**src/rtl/uart_fifo_ctrl.sv**
```systemverilog
// Synchronous FIFO controller for an external two-port, single-clock RAM
// with a one-cycle registered read on port B. Owns the pointers, occupancy
// flags, sticky error flags and the level interrupt.
module uart_fifo_ctrl #(
    parameter int DATA_WIDTH = 8,
    parameter int ADDR_WIDTH = 3
) (
    input  logic                  i_clk,
    input  logic                  i_rst,
    input  logic                  i_flush,
    input  logic                  i_wr_en,
    input  logic [DATA_WIDTH-1:0] i_wr_data,
    input  logic                  i_rd_en,
    input  logic                  i_clr_err,
    input  logic [ADDR_WIDTH:0]   i_thresh,
    output logic [DATA_WIDTH-1:0] o_rd_data,
    output logic                  o_rd_valid,
    output logic                  o_full,
    output logic                  o_empty,
    output logic [ADDR_WIDTH:0]   o_count,
    output logic                  o_overflow,
    output logic                  o_underflow,
    output logic                  o_level_irq,
    output logic [ADDR_WIDTH-1:0] o_ram_addr_a,
    output logic [DATA_WIDTH-1:0] o_ram_data_a,
    output logic                  o_ram_wr_a,
    output logic [ADDR_WIDTH-1:0] o_ram_addr_b,
    output logic                  o_ram_wr_b,
    input  logic [DATA_WIDTH-1:0] i_ram_data_b
);

    // Pointers carry one extra wrap bit so full and empty are distinguishable.
    logic [ADDR_WIDTH:0] wr_ptr_q, wr_ptr_d;
    logic [ADDR_WIDTH:0] rd_ptr_q, rd_ptr_d;
    logic                rd_valid_q, rd_valid_d;
    logic                overflow_q, overflow_d;
    logic                underflow_q, underflow_d;

    logic full, empty;
    logic push_ok, pop_ok;
    logic ovf_evt, unf_evt;

    // Occupancy, acceptance and error-event decode.
    always_comb begin
        empty   = (wr_ptr_q == rd_ptr_q);
        full    = (wr_ptr_q[ADDR_WIDTH] != rd_ptr_q[ADDR_WIDTH]) &&
                  (wr_ptr_q[ADDR_WIDTH-1:0] == rd_ptr_q[ADDR_WIDTH-1:0]);
        // A flush in the same cycle drops both requests.
        push_ok = !i_flush && i_wr_en && (!full || i_rd_en);
        pop_ok  = !i_flush && i_rd_en && !empty;
        ovf_evt = !i_flush && i_wr_en && full && !i_rd_en;
        unf_evt = !i_flush && i_rd_en && empty;
    end

    // Next-state for pointers, read-valid and sticky error flags.
    always_comb begin
        wr_ptr_d    = wr_ptr_q;
        rd_ptr_d    = rd_ptr_q;
        rd_valid_d  = 1'b0;
        overflow_d  = overflow_q;
        underflow_d = underflow_q;

        if (i_flush) begin
            wr_ptr_d = '0;
            rd_ptr_d = '0;
        end else begin
            if (push_ok) begin
                wr_ptr_d = wr_ptr_q + 1'b1;
            end
            if (pop_ok) begin
                rd_ptr_d = rd_ptr_q + 1'b1;
            end
            rd_valid_d = pop_ok;
        end

        // Set wins over clear when both happen in one cycle.
        if (i_clr_err) begin
            overflow_d  = 1'b0;
            underflow_d = 1'b0;
        end
        if (ovf_evt) begin
            overflow_d = 1'b1;
        end
        if (unf_evt) begin
            underflow_d = 1'b1;
        end
    end

    // State registers with synchronous active-high reset.
    always_ff @(posedge i_clk) begin
        if (i_rst) begin
            wr_ptr_q    <= '0;
            rd_ptr_q    <= '0;
            rd_valid_q  <= 1'b0;
            overflow_q  <= 1'b0;
            underflow_q <= 1'b0;
        end else begin
            wr_ptr_q    <= wr_ptr_d;
            rd_ptr_q    <= rd_ptr_d;
            rd_valid_q  <= rd_valid_d;
            overflow_q  <= overflow_d;
            underflow_q <= underflow_d;
        end
    end

    // Output and RAM port drive.
    always_comb begin
        o_full       = full;
        o_empty      = empty;
        o_count      = wr_ptr_q - rd_ptr_q;
        o_level_irq  = (i_thresh != '0) && (o_count >= i_thresh);
        o_rd_valid   = rd_valid_q;
        o_rd_data    = i_ram_data_b;
        o_overflow   = overflow_q;
        o_underflow  = underflow_q;
        o_ram_wr_a   = push_ok;
        o_ram_addr_a = wr_ptr_q[ADDR_WIDTH-1:0];
        o_ram_data_a = i_wr_data;
        o_ram_addr_b = rd_ptr_q[ADDR_WIDTH-1:0];
        o_ram_wr_b   = 1'b0;
    end

endmodule

```
**config.mk**
```make
export PLATFORM = sky130hd
export DESIGN_NAME = uart_fifo_ctrl
export DESIGN_NICKNAME = d
export VERILOG_FILES = /design/src/rtl/uart_fifo_ctrl.sv
export SDC_FILE = /design/constraint.sdc
export NUM_CORES = 1
export LEC_CHECK = 0
export BUFFER_PORTS_ARGS = -buffer_cell sky130_fd_sc_hd__buf_2
export CELL_PAD_IN_SITES_DETAIL_PLACEMENT = 1
export CELL_PAD_IN_SITES_GLOBAL_PLACEMENT = 1
export CORE_AREA = 2 2 64 66
export CTS_BUF_LIST = sky130_fd_sc_hd__clkbuf_4 sky130_fd_sc_hd__clkbuf_8
export DETAILED_ROUTE_END_ITERATION = 8
export DIE_AREA = 0 0 66 68
export PLACE_DENSITY = 0.74
export RECOVER_POWER = 100
export SYNTH_ARGS = -nofsm -noshare
export SYNTH_HDL_FRONTEND = slang
export SYNTH_SLANG_ARGS = --single-unit
```
**constraint.sdc**
```tcl
create_clock -name i_clk -period 2.2 [get_ports i_clk]
set_input_delay 0.44 -clock i_clk [delete_from_list [all_inputs] [get_ports i_clk]]
set_output_delay 0.44 -clock i_clk [all_outputs]
set_load 0.005 [all_outputs]
```
## Word level (Yosys, flattened, before mapping)

Index checks and enable logic that the tools add are counted.

- Flip-flop bits (word level): 11
- Output and inout bits: 34

- $add $sub $neg: 3
- Magnitude comparators: 1
- Eq/ne operators: 3
- Muxes and demuxes: 3
- Reductions and logical operators: 18

Operators by type and width:

| kind | number |
|---|---|
| 1-bit logical AND | 9 |
| 4-bit by 1-bit adder with 4-bit output (second input constant) | 2 |
| 4-bit == test | 1 |
| 4-bit greater-or-equal comparator | 1 |
| 1-bit zero test | 4 |
| 2-bit nonzero test | 2 |
| 4-bit nonzero test | 1 |
| 4-bit subtractor | 1 |
| 3-bit == test | 1 |
| 1-bit 2-to-1 mux | 3 |
| 2-bit OR reduction | 1 |
| 1-bit logical OR | 1 |
| 1-bit inequality test | 1 |

## Depth between registers and ports, before layout

- Word-level depth: 5
- Gate-level depth with buffers: 9

## Worst setup path after synthesis

No wires, ideal clock.

- Kind: flip-flop to output port
- From: register wr_ptr_q[0]
- To: output o_level_irq
- Arrival time: 1833 ps
- Data required time: 1760 ps
- Setup slack: -73 ps
- Cell stages (with the launch flop): 9
- Buffers on the path: 0
- Path through: dfxtp_1 -> inv_1 -> ha_1 -> inv_1 -> fa_1 -> ha_1 -> a21o_1 -> a211oi_1 -> nor3_1

- Word-level cells in the longest chain between the ends: 3

RTL lines:

| what | line | text |
|---|---|---|
| start, declared | 33 | `logic [ADDR_WIDTH:0] wr_ptr_q, wr_ptr_d;` |
| start signal, assigned | 98 | `wr_ptr_q <= wr_ptr_d;` |
| 4-bit subtractor | 110 | `o_count = wr_ptr_q - rd_ptr_q;` |
| named net o_count[1] | 20 | `output logic [ADDR_WIDTH:0] o_count,` |
| 4-bit greater-or-equal comparator | 111 | `o_level_irq = (i_thresh != '0) && (o_count >= i_thresh);` |
| 1-bit logical AND | 111 |  |
| end, declared | 23 | `output logic o_level_irq,` |

The timed path passes the listed nets, and every way through them passes these cells.

## Final worst setup path

- From: register wr_ptr_q[0]
- To: output o_level_irq

- Word-level cells in the longest chain between the ends: 3

RTL lines:

| what | line |
|---|---|
| 4-bit subtractor | 110 |
| 4-bit greater-or-equal comparator | 111 |
| 1-bit logical AND | 111 |

No other way between the ends.

==> impl_metrics.py <==
metrics = {
    "outcome": {
        "outcome": "finished with violations",
        "failed_checks": "setup timing",
    },
    "worst_hold_path": {
        "hold_path_class": "input pin to register",
    },
    "sta": {
        "period_share": 1.184,
        "hold_viol_final": 0,
        "fin_worst_hold_slack_ns": 0.3911,
        "setup_slack_ns": -0.4043,
        "report.final.slew_viol_count": 0,
        "rsz0062_at_grt": "true",
        "max_freq_ghz": 0.3840,
        "skew_ns": 0.007106,
        "finalCriticalPeriod_ns": 2.604,
        "setup_viol_count_final": 1,
    },
    "die": {
        "number_of_placement_rows": 23,
        "dieArea_um2": 4488,
        "start_util": 0.2339,
        "die_w_um": 66,
        "boundaryPins": 60,
        "dieHeight_um": 68,
        "floorplan.core_area_um2": 3856,
    },
    "placement": {
        "gpl.final_weighted_congestion": 0.7505,
        "numPortBuffers": 26,
        "detailed_place_hpwl_um": 1989,
        "dpl-instance-area_um2": 983.4,
    },
    "final_layout": {
        "syn2layout_area_growth_pct": 19.70,
        "layout-drive-gt1-share": 0.4146,
        "antenna-diode-count": 0,
        "final_design_area_no_fill_um2": 1080,
        "finalNetCount": 160,
    },
    "synthesis": {
        "netlist_instances": 105,
        "synth_nets": 141,
        "synth_flop_cell": "dfxtp_1",
        "synth.top_cells.by_count": "buf_4, dfxtp_1, nor2_1",
        "seq_area_frac_synth": 0.2441,
        "largest_area_contributor_in_the_netlist": "dfxtp_1",
        "synth_cell_type_count": 30,
        "synthTopCellsByArea": "dfxtp_1, buf_4, ha_1",
        "synth_largest_type_area_fraction": 0.2441,
        "syn_avg_cell_area_um2": 8.592,
        "synth_async_sr_flop_share": 0,
        "syn_area_um2": 902.1,
        "yosys.cell_count.top_type": "buf_4",
        "synth.yosys.warnings": 0,
        "ys_ff_latch": 11,
        "number_of_flops_mapped_to_enable_cells_by_yosys": 0,
    },
    "setup_path": {
        "top_fanout_value_on_the_critical_path": 2,
        "worst_setup_path_end_kind": "output pin",
        "timing.critical_path.required_ns": 1.76,
        "worst_r2r_path_depth": 7,
        "worstReg2RegStart": "rd_ptr_q[2]",
        "register_to_register_setup_slack_ns": 0.40,
        "crit_path_start": "wr_ptr_q[0]",
        "cp_data_arrival_time_ns": 2.16,
        "critPathCapture": "o_level_irq",
        "crit-reg2reg-capture": "wr_ptr_q[2]",
        "startpoint_type": "register",
        "critPathKind": "register to output pin",
    },
    "clocking": {
        "clk_path_buf_depth": 2,
        "clock-sinks": 11,
        "clock_buffers_created_by_tritoncts": 3,
        "htreeDepth": 1,
        "cts_tree": "done",
        "cts_root_buffer": "clkbuf_8",
        "insertion_delay_ns": 0.25,
        "cts.reportedPaths.clkPinSlew_ns": 0.05,
    },
    "route": {
        "detail_route.first_pass.iterations": 2,
        "totalWireLength_um": 2502,
        "wl_per_cell_um": 14.46,
        "detail-route-antenna-nets": 0,
        "via_per_inst": 4.422,
        "dr.first_iter.drc_count": 5,
        "num_vias": 765,
        "detail_route.drc_violations": 0,
    },
    "grt": {
        "number_of_antenna_violations_at_the_first_check_in_global_routing": 0,
        "grt_util_all_layers": 0.1141,
        "global_route.overflow_total": 0,
        "grt_max_degree": 8,
        "wire_length_of_the_first_global_routing_pass_um": 3650,
        "grt_pass1_vias": 805,
    },
    "flow_run": {
        "drv_cap": 0,
    },
    "pwr": {
        "total_leakage_power_uw": 0.0004990,
        "total_power_consumption_of_the_routed_design_uw": 526.9,
        "vdd_drop_max_uv": 147.4,
        "power_density_nw_per_um2": 488.0,
    },
}
power breakdown:
| part | total, uW | switching (uW) | internal, uW | leakage [uW] |
|---|---|---|---|---|
| combinational | 98.6 | 50.1 | 48.5 | 0.000383 |
| clock | 223 | 82.7 | 140 | 0.0000262 |
| sequential | 206 | 2.36 | 203 | 0.0000899 |
| total | 527 | 135 | 392 | 0.000499 |
layout make-up:
| class | count | area [um2] |
|---|---|---|
| Clock buffer | 4 | 48.80 |
| Fill cell | 473 | 2776 |
| Inverter | 8 | 30.03 |
| Multi-Input combinational cell | 62 | 504.2 |
| Sequential cell | 11 | 222.7 |
| Tap cell | 50 | 62.56 |
| Timing Repair Buffer | 38 | 211.5 |
worst min path at each step:
stage / cells after the start / start / end
floorplan: 2 / o_overflow / o_overflow
global placement: 2 / o_overflow / o_overflow
CTS: 2 / i_rst / o_underflow
global route: 2 / i_rst / o_underflow
detailed placement: 2 / o_underflow / o_underflow
finish: 2 / i_rst / o_underflow
worst max-delay path, cell delays in order, from the launching register on:
cell and delay, ns:
dfxtp_2 0.32, inv_2 0.07, ha_4 0.13, inv_2 0.03
fa_1 0.45, ha_1 0.30, a21o_1 0.18, a211oi_2 0.21
nor3_1 0.08, buf_2 0.14
metrics by stage:
step | util | instances | TNS, ns | setup slack [ns]
6_report | 0.2800 | 173 | -0.4043 | -0.4043
3_3_place_gp | 0.2550 | 163 | -0.05825 | -0.05825
4_1_cts | 0.2716 | 169 | -0.4470 | -0.4470
3_5_place_dp | 0.2550 | 163 | -0.2105 | -0.2105
5_1_grt | 0.2800 | 173 | -0.5105 | -0.5099
2_1_floorplan | - | 105 | 0 | 0.01816
placed cells by master (no fill, tap or decap), drive strengths merged:
cell and count:
a211oi 1, a21o 2, a21oi 4, buf 33, clkbuf 9, conb 1, dfxtp 11, fa 1
ha 9, inv 8, nand2 3, nand2b 3, nand3 5, nand3b 1, nand4bb 1, nor2 10
nor3 1, nor4 1, o211ai 2, o21ai 4, o311ai 1, o31ai 1, or2 1, or3 1
or4 1, xnor2 4, xor2 4
repair_timing:
| item | 4_1_cts | 5_1_grt |
|---|---|---|
| hold buffers | 0 | 0 |
| buffers inserted | 2 | 4 |
| setup endpoints to repair | 1 | 2 |
| pin swaps | 4 | 2 |
| resized for setup | 0 | 3 |
metal layers:
layer  GRT usage  share of wire  up-vias
met5           0              0        -
met4     0.08929          0.028        0
met3     0.02632          0.057        8
met2      0.2336           0.58       24
met1     0.09199           0.34      369
li1            -              -      364
logic make-up after synthesis:
group / after synthesis / share of synthesized area
buf+inv: 32 / 0.2289
simple gates: 28 / 0.1581
flops: 11 / 0.2441
fa+ha+maj: 10 / 0.1470
compound gates: 15 / 0.1234
xor+xnor: 8 / 0.09433
other cells: 1 / 0.004157
sequential cells by signal (all words and copies together) (netlist names):
register	cells
o_overflow	1
o_rd_valid	1
wr_ptr_q	4
o_underflow	1
rd_ptr_q	4
Note: power is estimated with default switching activity, not from simulation.
